$ cat src/rtl/shared_match_pe_arbiter.sv
// Round-robin arbiter sharing one match PE among NUM_REQ job-PE requesters.
// Requests are registered toward the match PE with the requester index packed
// into the upper tag bits; responses are steered back by those bits, and
// per-requester credit counters cap outstanding matches.
module shared_match_pe_arbiter #(
  parameter int NUM_REQ     = 4,
  parameter int ADDR_W      = 32,
  parameter int LOCAL_TAG_W = 3,
  parameter int LEN_W       = 6,
  parameter int MAX_OUT     = 4,
  localparam int ID_W       = $clog2(NUM_REQ),
  localparam int CNT_W      = $clog2(MAX_OUT + 1),
  localparam int TAG_W      = ID_W + LOCAL_TAG_W
) (
  input  logic                           clk,
  input  logic                           rst,
  input  logic [NUM_REQ-1:0]             req_valid,
  output logic [NUM_REQ-1:0]             req_ready,
  input  logic [NUM_REQ*ADDR_W-1:0]      req_head_addr,
  input  logic [NUM_REQ*ADDR_W-1:0]      req_history_addr,
  input  logic [NUM_REQ*LOCAL_TAG_W-1:0] req_local_tag,
  output logic                           match_req_valid,
  input  logic                           match_req_ready,
  output logic [ADDR_W-1:0]              match_req_head_addr,
  output logic [ADDR_W-1:0]              match_req_history_addr,
  output logic [TAG_W-1:0]               match_req_tag,
  input  logic                           match_resp_valid,
  output logic                           match_resp_ready,
  input  logic [TAG_W-1:0]               match_resp_tag,
  input  logic [LEN_W-1:0]               match_resp_match_len,
  output logic [NUM_REQ-1:0]             resp_valid,
  input  logic [NUM_REQ-1:0]             resp_ready,
  output logic [LOCAL_TAG_W-1:0]         resp_local_tag,
  output logic [LEN_W-1:0]               resp_match_len,
  output logic [NUM_REQ*CNT_W-1:0]       outstanding,
  output logic                           err_unexpected_resp
);

  logic [CNT_W-1:0]       cnt [NUM_REQ];
  logic [NUM_REQ-1:0]     elig;
  logic                   any_elig;
  logic [ID_W-1:0]        rr;
  logic [ID_W-1:0]        winner;
  logic [ID_W-1:0]        idx;
  logic                   load;
  logic                   accept;
  logic [ADDR_W-1:0]      sel_head;
  logic [ADDR_W-1:0]      sel_hist;
  logic [LOCAL_TAG_W-1:0] sel_ltag;
  logic [ID_W-1:0]        resp_id;
  logic                   id_ok;
  logic                   resp_fire;
  logic [CNT_W-1:0]       resp_cnt;
  logic [NUM_REQ-1:0]     inc_vec;
  logic [NUM_REQ-1:0]     dec_vec;

  // A requester may compete only while it has a free credit.
  always_comb begin
    for (int i = 0; i < NUM_REQ; i++) begin
      elig[i] = req_valid[i] && (cnt[i] < CNT_W'(MAX_OUT));
    end
  end

  // Round-robin search; scanning offsets high-to-low leaves the nearest eligible index at/after rr.
  always_comb begin
    any_elig = 1'b0;
    winner   = '0;
    idx      = '0;
    for (int k = NUM_REQ - 1; k >= 0; k--) begin
      idx = ID_W'((int'(rr) + k) % NUM_REQ);
      if (elig[idx]) begin
        any_elig = 1'b1;
        winner   = idx;
      end
    end
  end

  // Grant only when the output register can take a new entry; never while in reset.
  always_comb begin
    load   = !match_req_valid || match_req_ready;
    accept = load && any_elig && !rst;
    for (int i = 0; i < NUM_REQ; i++) begin
      req_ready[i] = accept && (winner == ID_W'(i));
      inc_vec[i]   = accept && (winner == ID_W'(i));
    end
  end

  // Select the winner's payload from the flattened request buses.
  always_comb begin
    sel_head = '0;
    sel_hist = '0;
    sel_ltag = '0;
    for (int i = 0; i < NUM_REQ; i++) begin
      if (winner == ID_W'(i)) begin
        sel_head = req_head_addr[i*ADDR_W +: ADDR_W];
        sel_hist = req_history_addr[i*ADDR_W +: ADDR_W];
        sel_ltag = req_local_tag[i*LOCAL_TAG_W +: LOCAL_TAG_W];
      end
    end
  end

  // Response demux by tag id; an id with no requester is acknowledged and dropped.
  always_comb begin
    resp_id          = match_resp_tag[TAG_W-1:LOCAL_TAG_W];
    id_ok            = ({1'b0, resp_id} < (ID_W + 1)'(NUM_REQ));
    resp_local_tag   = match_resp_tag[LOCAL_TAG_W-1:0];
    resp_match_len   = match_resp_match_len;
    match_resp_ready = 1'b1;
    resp_cnt         = '0;
    for (int i = 0; i < NUM_REQ; i++) begin
      resp_valid[i] = match_resp_valid && id_ok && (resp_id == ID_W'(i));
      if (resp_id == ID_W'(i)) begin
        match_resp_ready = resp_ready[i];
        resp_cnt         = cnt[i];
      end
    end
    resp_fire = match_resp_valid && match_resp_ready && !rst;
    for (int i = 0; i < NUM_REQ; i++) begin
      dec_vec[i] = resp_fire && id_ok && (resp_id == ID_W'(i)) && (cnt[i] != '0);
    end
  end

  // Expose the registered credit counters as a flat bus.
  always_comb begin
    for (int i = 0; i < NUM_REQ; i++) begin
      outstanding[i*CNT_W +: CNT_W] = cnt[i];
    end
  end

  // Output request register and round-robin pointer.
  always_ff @(posedge clk) begin
    if (rst) begin
      match_req_valid        <= 1'b0;
      match_req_head_addr    <= '0;
      match_req_history_addr <= '0;
      match_req_tag          <= '0;
      rr                     <= '0;
    end else if (load) begin
      match_req_valid <= any_elig;
      if (any_elig) begin
        match_req_head_addr    <= sel_head;
        match_req_history_addr <= sel_hist;
        match_req_tag          <= {winner, sel_ltag};
        rr                     <= (int'(winner) == NUM_REQ - 1) ? '0 : winner + 1'b1;
      end
    end
  end

  // Credit counters (simultaneous inc/dec cancel) and sticky unexpected-response flag.
  always_ff @(posedge clk) begin
    if (rst) begin
      for (int i = 0; i < NUM_REQ; i++) begin
        cnt[i] <= '0;
      end
      err_unexpected_resp <= 1'b0;
    end else begin
      for (int i = 0; i < NUM_REQ; i++) begin
        case ({inc_vec[i], dec_vec[i]})
          2'b10:   cnt[i] <= cnt[i] + 1'b1;
          2'b01:   cnt[i] <= cnt[i] - 1'b1;
          default: cnt[i] <= cnt[i];
        endcase
      end
      if (resp_fire && (!id_ok || (resp_cnt == '0))) begin
        err_unexpected_resp <= 1'b1;
      end
    end
  end

endmodule

$ cat config.mk
export PLATFORM = sky130hd
export DESIGN_NAME = shared_match_pe_arbiter
export DESIGN_NICKNAME = d
export VERILOG_FILES = /design/src/rtl/shared_match_pe_arbiter.sv
export SDC_FILE = /design/constraint.sdc
export NUM_CORES = 1
export LEC_CHECK = 0
export ABC_AREA = 1
export CORE_AREA = 2 2 153 155
export CTS_CLUSTER_SIZE = 24
export DETAILED_ROUTE_END_ITERATION = 7
export DIE_AREA = 0 0 155 157
export GPL_ROUTABILITY_DRIVEN = 0
export GPL_TIMING_DRIVEN = 0
export HOLD_SLACK_MARGIN = 0.03
export MAX_ROUTING_LAYER = met4
export PLACE_DENSITY = 0.73
export SYNTH_ARGS = -nofsm -noshare
export SYNTH_HDL_FRONTEND = slang
export SYNTH_SLANG_ARGS = --single-unit
$ cat constraint.sdc
create_clock -name clk -period 4.1 [get_ports clk]
set_clock_uncertainty 0.15 [all_clocks]
set_input_delay 0.615 -clock clk [delete_from_list [all_inputs] [get_ports clk]]
set_output_delay 0.615 -clock clk [all_outputs]
set_load 0.05 [all_outputs]
==> results of run 1 <==
power by group through the flow:
stage / combinational (µW) / clock, µW / sequential [µW]
6_report: 7300 / 859 / 1330
5_1_grt: 7920 / 909 / 1360
4_1_cts: 7290 / 882 / 1330
3_5_place_dp: 7310 / 0 / 1340
3_3_place_gp: 7270 / 0 / 1330
2_1_floorplan: 4030 / 0 / 2290
synth_stat cells:
master / count
edfxtp_1: 12
nor2_1: 90
o31ai_1: 3
o41ai_1: 2
buf_1: 1
inv_4: 1
dfxtp_1: 73
a21oi_4: 1
buf_6: 4
inv_1: 41
or2_2: 2
clkbuf_2: 1
nor3_1: 2
buf_8: 3
buf_2: 26
o21ai_0: 48
xnor2_1: 2
xor2_1: 4
a21oi_2: 30
inv_2: 5
nand2_2: 1
nor2_2: 2
a211oi_1: 67
a31o_2: 2
clkbuf_1: 39
o21ai_1: 30
a21oi_1: 178
ha_1: 15
nand4_1: 1
fa_1: 3
o22ai_1: 1
nand3_1: 79
nand2_1: 39
buf_4: 13
a31oi_1: 2
cell type report:
cell class	instances	area, µm²	area share
inverter	47	186	0.0181
timing repair buffer	381	3790	0.369
tap	285	357	0.0347
sequential	85	1820	0.177
multi-input combinational	604	3380	0.328
clock buffer	10	229	0.0223
clock inverter	6	71.3	0.00693
buffer	81	453	0.0440
path summary, 6_finish.rpt:
| kind | start | to | slack [ns] | cells after the start |
|---|---|---|---|---|
| max | req_valid[0] | cnt[1][1]$_SDFFCE_PN0P_ | 0.29 | 18 |
| min | err_unexpected_resp$_SDFFE_PP0P_ | err_unexpected_resp$_SDFFE_PP0P_ | 0.32 | 2 |
| max reg2reg | cnt[3][2]$_DFFE_PP_ | cnt[1][1]$_SDFFCE_PN0P_ | 0.44 | 18 |
| min reg2reg | err_unexpected_resp$_SDFFE_PP0P_ | err_unexpected_resp$_SDFFE_PP0P_ | 0.32 | 2 |
through the flow:
step / hold WS [ns] / power (µW) / instance area [µm²]
after floorplan: 0.374 / 6320 / 5850
after global placement: 0.299 / 8600 / 10000
after detailed placement: 0.317 / 8650 / 10000
after CTS: 0.327 / 9500 / 10300
after global routing: 0.356 / 10200 / 10300
final: 0.322 / 9490 / 10300
cell families (layout without fill, tap and decap cells):
family	count (synthesis)	in the layout	share of synthesized area
compound gates	364	364	0.366
simple gates	216	216	0.159
buf+inv	134	525	0.112
flops	85	85	0.312
fa+ha+maj	18	18	0.0424
xor+xnor	6	6	0.00900
cells in the final DEF, fill, tap and decap left out, types with 2 or more instances in the layout:
cell type	n
nand3_1	79
or2_2	2
nor2_1	88
buf_2	25
nand2_1	39
o21ai_1	30
ha_1	15
buf_8	3
clkbuf_16	9
clkdlybuf4s50_1	377
clkbuf_1	34
buf_4	14
a211oi_1	67
clkbuf_2	5
nor2_2	4
xor2_1	4
o41ai_1	2
fa_1	3
inv_4	2
dfxtp_1	73
a31oi_1	2
xnor2_1	2
inv_2	3
o21ai_0	48
a31o_2	2
nor3_1	2
inv_1	41
clkinv_4	2
a21oi_1	178
edfxtp_1	12
o31ai_1	2
a21oi_2	30
buf_6	4
what timing repair did:
| action | 4_1_cts | 5_1_grt |
|---|---|---|
| setup endpoints to repair | 14 | 12 |
| resized for setup | 7 | 12 |
| hold buffers | 0 | 0 |
| endpoints found under the hold margin | 0 | 0 |
registers in the layout (all words and copies together) (netlist names):
name / cells
match_req_valid: 1
match_req_history_addr: 32
cnt: 12
match_req_head_addr: 32
err_unexpected_resp: 1
match_req_tag: 5
rr: 2
worst max-delay path: stages:
cell and delay (ns):
clkdlybuf4s50_1 0.48, nand3_1 0.08, nand2_1 0.12, nand2_1 0.08
nand2_1 0.07, inv_1 0.03, nand2_1 0.06, nand2_1 0.05
nand2_1 0.05, nand2_1 0.16, inv_1 0.14, ha_1 0.32
clkinv_4 0.22, nor2_2 0.21, inv_1 0.06, ha_1 0.30
o31ai_1 0.39, o21ai_0 0.26
per-layer routing:
layer / track usage / vias to the layer above
li1: - / 3691
met1: 0.262 / 3607
met2: 0.384 / 364
met3: 0.0504 / 36
met4: 0.0604 / 0
met5: - / -
==> reports/qor.txt, run 1 <==
CTS H-tree lvls = 3
vias in the first global route = 7279
CTS clk-pin slew, worst paths = 0.07 ns
first-pass GRT wire length = 40300 µm
MaxCap Viol Count = 0
nets@finish = 1518
syn_area_per_cell = 7.10 µm²
floorplan row count = 55
cell taking the most area after synthesis = dfxtp_1
top area cells in the synthesized netlist = dfxtp_1 (25%), a21oi_1 (15%), a211oi_1 (8.6%)
wl on met1 = 11500 µm
switching share of power = 0.563
Post-Layout Cell Count = 1499
Max Buffers Root-to-Sink = 2
Routed WL per cell = 18.7 µm
CP Launch Type = primary input
Period minus WS final = 3.81 ns
# DRC = 0
# diodes = 0
Crit. End Element = flip-flop
Setup TNS = 0 ns
Post-Syn Nets = 1132
f_max = 263 MHz
cell internal pwr = 4140 µW
die extent in y = 157 µm
clk_lat worst skew = 0.34 ns
final hold vios = 0
Flop pwr share = 0.140
Die W = 155 µm
clk sinks = 85
remaining antenna violation count = 0
critical path peak fanout = 14
Placed Cells = 1489
top layer in use = met4
post-synthesis cell count = 823
Final setup viols = 0
initial antenna violation count = 0
max_slew headroom = 0.496
status = finished clean
register area share after synthesis = 0.312
Worst-Margin Slew = 0.756 ns
Layout Utilization = 0.457
Fillers = 2262
Pwr Density = 922 nW/µm²
die area = 24300 µm²
P&R area growth vs syn = 76.2%
crit path DAT = 3.70 ns
leakage = 0.00382 µW
Seq cells post-synth = 85
DP Worst Slack = -1.20 ns
Cell Area, Synth = 5840 µm²
Critical Path RT = 3.99 ns
synth unique cells = 35
GRT Overall Usage = 0.223
TritonCTS Buffers = 9
Worst VDD drop = 422 µV
hold crit path type = flip-flop to flip-flop
DR WL met2 = 13700 µm
DRT Pass-1 Iters = 5
vias per cell = 5.14
IO buf count = 381
RSZ-0062 raised after global routing = no
CTS Root Buffer Type = clkbuf_16
Ports = 392
Clock Power Share = 0.091
Via Count = 7698
Slew Limit Fails = 0
Core ar. = 22500 µm²
Worst Setup Slack, final = 0.292 ns
combinational power share = 0.769
worst setup path class = primary input to flip-flop
largest net degree at the start of global routing = 28
met3 routed WL = 2290 µm
Net Switching = 5350 µW
final worst path period share = 0.929
WL final = 28000 µm
layout cells sized above 1 = 0.0931
Yosys top cell area share = 0.250
synth warn = 0
Iteration-0 DRC Markers = 447
# Post-CTS Setup Buffers = 0
CTS tree = built
grt ovf = 0
DP Wirelength = 22300 µm
Starting Density = 0.260
Note: power is estimated with default switching activity, not from simulation.
==> run 2, diff against run 1 <==
--- a/config.mk
+++ b/config.mk
@@ -6,15 +6,17 @@
 export NUM_CORES = 1
 export LEC_CHECK = 0
 export ABC_AREA = 1
-export CORE_AREA = 2 2 153 155
+export CELL_PAD_IN_SITES_DETAIL_PLACEMENT = 0
+export CELL_PAD_IN_SITES_GLOBAL_PLACEMENT = 1
+export CORE_MARGIN = 1
+export CORE_UTILIZATION = 24
 export CTS_CLUSTER_SIZE = 24
 export DETAILED_ROUTE_END_ITERATION = 7
-export DIE_AREA = 0 0 155 157
 export GPL_ROUTABILITY_DRIVEN = 0
 export GPL_TIMING_DRIVEN = 0
 export HOLD_SLACK_MARGIN = 0.03
 export MAX_ROUTING_LAYER = met4
-export PLACE_DENSITY = 0.73
+export PLACE_DENSITY = 0.94
 export SYNTH_ARGS = -nofsm -noshare
 export SYNTH_HDL_FRONTEND = slang
 export SYNTH_SLANG_ARGS = --single-unit
==> reports/qor.txt, run 2 (synthesis gave the netlist of run 1 again) <==
status = finished clean (unchanged)
most frequent CP cell = nand2_1 (unchanged)
floorplan row count = 56 (was 55)
Period minus WS final = 3.78 ns (was 3.81 ns)
layout cells sized above 1 = 0.0949 (was 0.0931)
max_slew headroom = 0.459 (was 0.496)
CTS clk-pin slew, worst paths = 0.07 ns (about the same)
slowest stage delay, CP = 0.52 ns (was 0.48 ns)
Worst VDD drop = 376 µV (was 422 µV)
crit path from = req_valid[1] (was req_valid[0])
largest delay contributor family on the critical path = buffers and inverters (unchanged)
Critical Path RT = 3.94 ns (was 3.99 ns)
Die W = 158 µm (was 155 µm)
instance count on the critical path = 18 (unchanged)
most frequent cells in the layout = clkdlybuf4s50_1 (377), a21oi_1 (178), nor2_1 (88) (unchanged)
most common cell after layout, fill and taps aside = clkdlybuf4s50_1 (unchanged)
top flop regs = match_req_head_addr: 32 flops, match_req_history_addr: 32 flops, cnt: 12 flops (unchanged)
# DRC = 0 (unchanged)
R2R setup slack = 0.51 ns (was 0.44 ns)
Worst Setup Slack, final = 0.316 ns (was 0.292 ns)
Starting Density = 0.247 (was 0.260)
Via Count = 7610 (was 7698)
GRT Overall Usage = 0.226 (was 0.223)
Final setup viols = 0 (unchanged)
# Post-CTS Setup Buffers = 0 (unchanged)
CP max-delay cell = clkdlybuf4s50_1 (unchanged)
design area = 10400 µm² (was 10300 µm²)
Post-Layout Cell Count = 1533 (was 1499)
combinational power share = 0.767 (was 0.769)
Worst-Margin Slew = 0.811 ns (was 0.756 ns)
first-pass GRT wire length = 41000 µm (was 40300 µm)
crit path DAT = 3.62 ns (was 3.70 ns)
Iteration-0 DRC Markers = 408 (was 447)
hold buffer count at CTS = 0 (unchanged)
DP Area = 10100 µm² (was 10000 µm²)
vias per cell = 4.96 (was 5.14)
WL final = 28200 µm (was 28000 µm)
DP Worst Slack = -1.24 ns (was -1.20 ns)
reg2reg start = cnt[3][2]$_DFFE_PP_ (unchanged)
switching share of power = 0.559 (was 0.563)
RSZ-0062 raised after global routing = no (unchanged)
initial antenna violation count = 2 (was 0)
Pwr Density = 927 nW/µm² (was 922 nW/µm²)
final hold vios = 0 (unchanged)
worst setup path endpoint = cnt[1][1]$_SDFFCE_PN0P_ (unchanged)
worst setup path class = primary input to flip-flop (unchanged)
hold crit path type = flip-flop to flip-flop (unchanged)
vias in the first global route = 7425 (was 7279)
TritonCTS Buffers = 9 (unchanged)
P&R area growth vs syn = 77.5% (was 76.2%)
IO buf count = 381 (unchanged)
CP Launch Type = primary input (unchanged)
cell internal pwr = 4230 µW (was 4140 µW)
Setup TNS = 0 ns (unchanged)
Flop pwr share = 0.139 (was 0.140)
grt ovf = 0 (unchanged)
Placed Cells = 1523 (was 1489)
CTS tree = built (unchanged)
clk_lat worst skew = 0.35 ns (was 0.34 ns)
DRT Pass-1 Iters = 5 (unchanged)
Routed WL per cell = 18.4 µm (was 18.7 µm)
Slew Limit Fails = 0 (unchanged)
Core ar. = 23700 µm² (was 22500 µm²)
CTS H-tree lvls = 3 (unchanged)
RR Endpoint = cnt[1][1]$_SDFFCE_PN0P_ (unchanged)
WHS = 0.300 ns (was 0.322 ns)
Max Buffers Root-to-Sink = 2 (unchanged)
die area = 25000 µm² (was 24300 µm²)
crit-path cells = clkdlybuf4s50_1, nand3_1, nand2_1, nand2_1, nand2_1, inv_1, nand2_1, nand2_1, nand2_1, nand2_1, inv_1, ha_2, clkinv_4, nor2_2, inv_1, ha_1, o31ai_2, o21ai_0 (was clkdlybuf4s50_1, nand3_1, nand2_1, nand2_1, nand2_1, inv_1, nand2_1, nand2_1, nand2_1, nand2_1, inv_1, ha_1, clkinv_4, nor2_2, inv_1, ha_1, o31ai_1, o21ai_0)
Buf/Inv on CP = 5 (unchanged)
f_max = 264 MHz (was 263 MHz)
die extent in y = 158 µm (was 157 µm)
critical path peak fanout = 14 (unchanged)
final worst path period share = 0.923 (was 0.929)
Crit. End Element = flip-flop (unchanged)
nets@finish = 1517 (was 1518)
MaxCap Viol Count = 0 (unchanged)
Net Switching = 5380 µW (was 5350 µW)
largest net degree at the start of global routing = 28 (unchanged)
worst reg2reg path depth = 18 (unchanged)
DP Wirelength = 22400 µm (was 22300 µm)
CTS Root Buffer Type = clkbuf_16 (unchanged)
clk sinks = 85 (unchanged)
remaining antenna violation count = 0 (unchanged)
leakage = 0.00383 µW (was 0.00382 µW)
Ports = 392 (unchanged)
Clock Power Share = 0.095 (was 0.091)
==> run 2: changes by cell type in the layout (fill, tap and decap cells not counted), moves of 2 or more <==
| cell | before | now |
|---|---|---|
| ha_2 | 0 | 2 |
| diode_2 | 0 | 2 |
| ha_1 | 15 | 13 |
| clkbuf_2 | 5 | 3 |
==> run 2: how the worst min path moves through the flow <==
stage	start	to	slack, ns	depth (start not counted)
after floorplan	rr[1]$_SDFFE_PP0N_	rr[1]$_SDFFE_PP0N_	0.37	2
after global placement	err_unexpected_resp$_SDFFE_PP0P_	err_unexpected_resp$_SDFFE_PP0P_	0.30	2
after detailed placement	err_unexpected_resp$_SDFFE_PP0P_	err_unexpected_resp$_SDFFE_PP0P_	0.29	2
after CTS	err_unexpected_resp$_SDFFE_PP0P_	err_unexpected_resp$_SDFFE_PP0P_	0.30	2
after global routing	err_unexpected_resp$_SDFFE_PP0P_	err_unexpected_resp$_SDFFE_PP0P_	0.34	2
final	err_unexpected_resp$_SDFFE_PP0P_	err_unexpected_resp$_SDFFE_PP0P_	0.30	2
==> run 2: timing repair <==
action                                  in CTS  in global routing
endpoints found under the setup margin      22                 18
resized for setup                           10                 18
pin swaps                                    0                  0
==> run 2: routing by layer <==
metal  up-vias  global-route usage  wire, µm
met4         0              0.0742       615
met3        42              0.0471      2150
met2       341               0.377     13700
met1      3538               0.269     11800
li1       3689                   -         -
met5         -                   -         0
==> run 2: power groups by stage <==
stage                     logic (µW)  registers [µW]  clock network, µW
after floorplan                 4030            2290                  0
after global placement          7310            1330                  0
after detailed placement        7370            1350                  0
after CTS                       7340            1330                933
after global routing            8000            1370                963
final                           7370            1330                910
==> run 2: worst register-to-register path, stage by stage, from the launching register on <==
cell and delay (ns):
edfxtp_1 0.52, inv_2 0.12, nand3_1 0.09, nand2_2 0.11
nand2_1 0.07, nand2_1 0.06, inv_1 0.04, nand2_1 0.06
nand2_1 0.05, nand2_1 0.05, nand2_1 0.14, inv_1 0.14
ha_2 0.27, clkinv_4 0.18, nor2_2 0.25, inv_1 0.07
ha_1 0.30, o31ai_2 0.09, o21ai_0 0.48
==> run 2: final cells by class <==
class | count | area (µm²)
Multi-Input combinational cell | 604 | 3390
Antenna cell | 2 | 5.00
Fill cell | 2451 | 13300
Buffer | 80 | 455
Inverter | 47 | 186
Sequential cell | 85 | 1820
Timing Repair Buffer | 381 | 3800
Clock buffer | 11 | 243
Clock inverter | 4 | 72.6
Tap cell | 319 | 399
==> run 2: metrics by stage <==
stage           util  power [µW]
2_1_floorplan      -        6320
6_report       0.438        9610
4_1_cts        0.437        9610
3_3_place_gp   0.425        8650
3_5_place_dp   0.425        8710
5_1_grt        0.438       10300
==> RTL change (config.mk and constraints of run 2) <==
`LOCAL_TAG_W`: 3 -> 2.
--- a/src/rtl/shared_match_pe_arbiter.sv
+++ b/src/rtl/shared_match_pe_arbiter.sv
@@ -6,5 +6,5 @@
   parameter int NUM_REQ     = 4,
   parameter int ADDR_W      = 32,
-  parameter int LOCAL_TAG_W = 3,
+  parameter int LOCAL_TAG_W = 2,
   parameter int LEN_W       = 6,
   parameter int MAX_OUT     = 4,
Interface: changed (resized match_req_tag, match_resp_tag, req_local_tag and resp_local_tag); port bits go from 392 to 385. The function was not compared with the original's and may differ.
==> RTL change against run 2 <==
Cell area is 3.7% lower; setup slack worse by 81 ps; maximum frequency is 2.1% lower; total power is 17% lower; sequential cell count is 1 lower; combinational power is 21% lower; largest cell class unchanged; wire length is 3.4% lower; synthesized area is 4.9% lower; largest power group unchanged.
==> RTL change: results (changes against run 2) <==
- Post-CTS Resized: 11 (+1)
- Overall Global Routing Usage: 23.4% (+0.89 points)
- Sequential fraction of the synthesis area: 32.5% (+1.3 points)
- Vias/cell: 4.95 (-0.35%)
- Status: completed
- Final-layout fill cell count: 2290 (-6.6%)
- Clock Power: 0.859 mW (-5.6%)
- Htree depth: 3 (unchanged)
- Clock buffer count from CTS: 9 (unchanged)
- Pleak: 3.90 nW (+2.0%)
- Max FO, Critical Path: 10 (-4)
- Routed Wire Length: 27.2 mm (-3.4%)
- IO buf count: 376 (-1.3%)
- Asr flop ratio synth: 0% (unchanged)
- Leading post-synthesis cells by cell area: dfxtp_1 (26%), nand2_1 (16%), o211ai_1 (8.9%), a31oi_1 (7.7%), a21oi_1 (6.5%)
- Internal power: 3.64 mW (-14%)
- Critical path arrival: 3100 ps (-520 ps)
- Antenna Cells: 0 (-2)
- Hold Path Class: reg2reg
- Hold depth: 2 (unchanged)
- Max VDD drop: 0.373 mV (-0.72%)
- First-pass GRT wire length: 41.1 mm (+0.30%)
- Initial antenna violation count: 0 (-2)
- Regs by FF count: match_req_head_addr (32), match_req_history_addr (32), cnt (12)
- Distinct cells, synth: 31 (-11%)
- Dpl hpwl: 21.4 mm (-4.6%)
- Top cells by count, synth: nand2_1 (240), a21oi_1 (72), dfxtp_1 (72), a31oi_1 (68), o211ai_1 (66)
- Mapped Nets: 1120 (-1.1%)
- Worst reg-to-reg setup slack: 470 ps (-40 ps)
- Largest net degree at the start of global routing: 20 (-29%)
- Worst Reg2Reg Path Length in Cells: 20 (+2)
- Final layout net count: 1504 (-0.86%)
- Share of layout cells above drive strength 1: 5.32% (-4.2 points)
- Min Hold Slack: 311 ps (+10.9 ps)
- Synth Cell Area: 0.00555 sq mm (-4.9%)
- DRT Pass-1 Iters: 6 (+1)
- Clock latency on the worst-skew pair: 330 ps (-20 ps)
- Final setup viols: 0 (unchanged)
- Root Driver: clkbuf_16
- Vias in the first global route: 7260 (-2.2%)
- Crit-path max cell delay: 800 ps (+280 ps)
- Starting DRT DRC Count: 444 (+8.8%)
- Comb pwr share: 72.9% (-3.8 points)
- Top delay family on crit path: buffers and inverters
- Ys Warns: 0 (unchanged)
- Slew @ Worst Pin: 757 ps (-54.4 ps)
## RTL change: layout make-up
| cell class | count | area (sq um) | area share, % |
|---|---|---|---|
| plain buffers | 76 | 408 | 4.09 |
| clock buffers | 11 | 254 | 2.54 |
| clock inverters | 4 | 47.5 | 0.476 |
| inverters | 52 | 195 | 1.95 |
| multi-input cells | 601 | 3160 | 31.7 |
| flip-flops and latches | 84 | 1800 | 18.0 |
| well taps | 285 | 357 | 3.57 |
| repair buffers | 376 | 3760 | 37.7 |
## RTL change: routing by layer
metal	wire length (um)	share of wire (%)	GRT usage [%]	vias to the layer above
met1	11300	41	27.2	3401
met3	1810	6.6	4.14	44
met2	13500	50	40.8	340
met4	636	2.3	7.33	0
li1	-	-	-	3581
met5	0	0	-	-
## RTL change: through the flow
stage / setup WS, ps / cell area (sq um) / total power [mW] / cells
after detailed placement: -922 / 9670 / 7.11 / 1477
after CTS: 5.75 / 9980 / 8.00 / 1491
after global routing: 25.1 / 9980 / 8.57 / 1489
after global placement: -906 / 9670 / 7.05 / 1477
final: 235 / 9980 / 7.99 / 1489
after floorplan: 339 / 5550 / 5.08 / 816
## RTL change: path summary, 6_finish.rpt
check | startpoint | to
worst min-delay path | err_unexpected_resp | err_unexpected_resp
worst min register to register | err_unexpected_resp | err_unexpected_resp
worst max-delay path | req_valid[2] | req_ready[0]
worst max register to register | cnt[3][2] | cnt[2][2]
## RTL change: cells by family after synthesis
| group | Yosys count | synth area share [%] |
|---|---|---|
| simple gates | 286 | 20.0 |
| fa+ha+maj | 18 | 4.46 |
| compound gates | 291 | 31.4 |
| flops | 84 | 32.5 |
| xor+xnor | 6 | 0.947 |
| buf+inv | 131 | 10.8 |
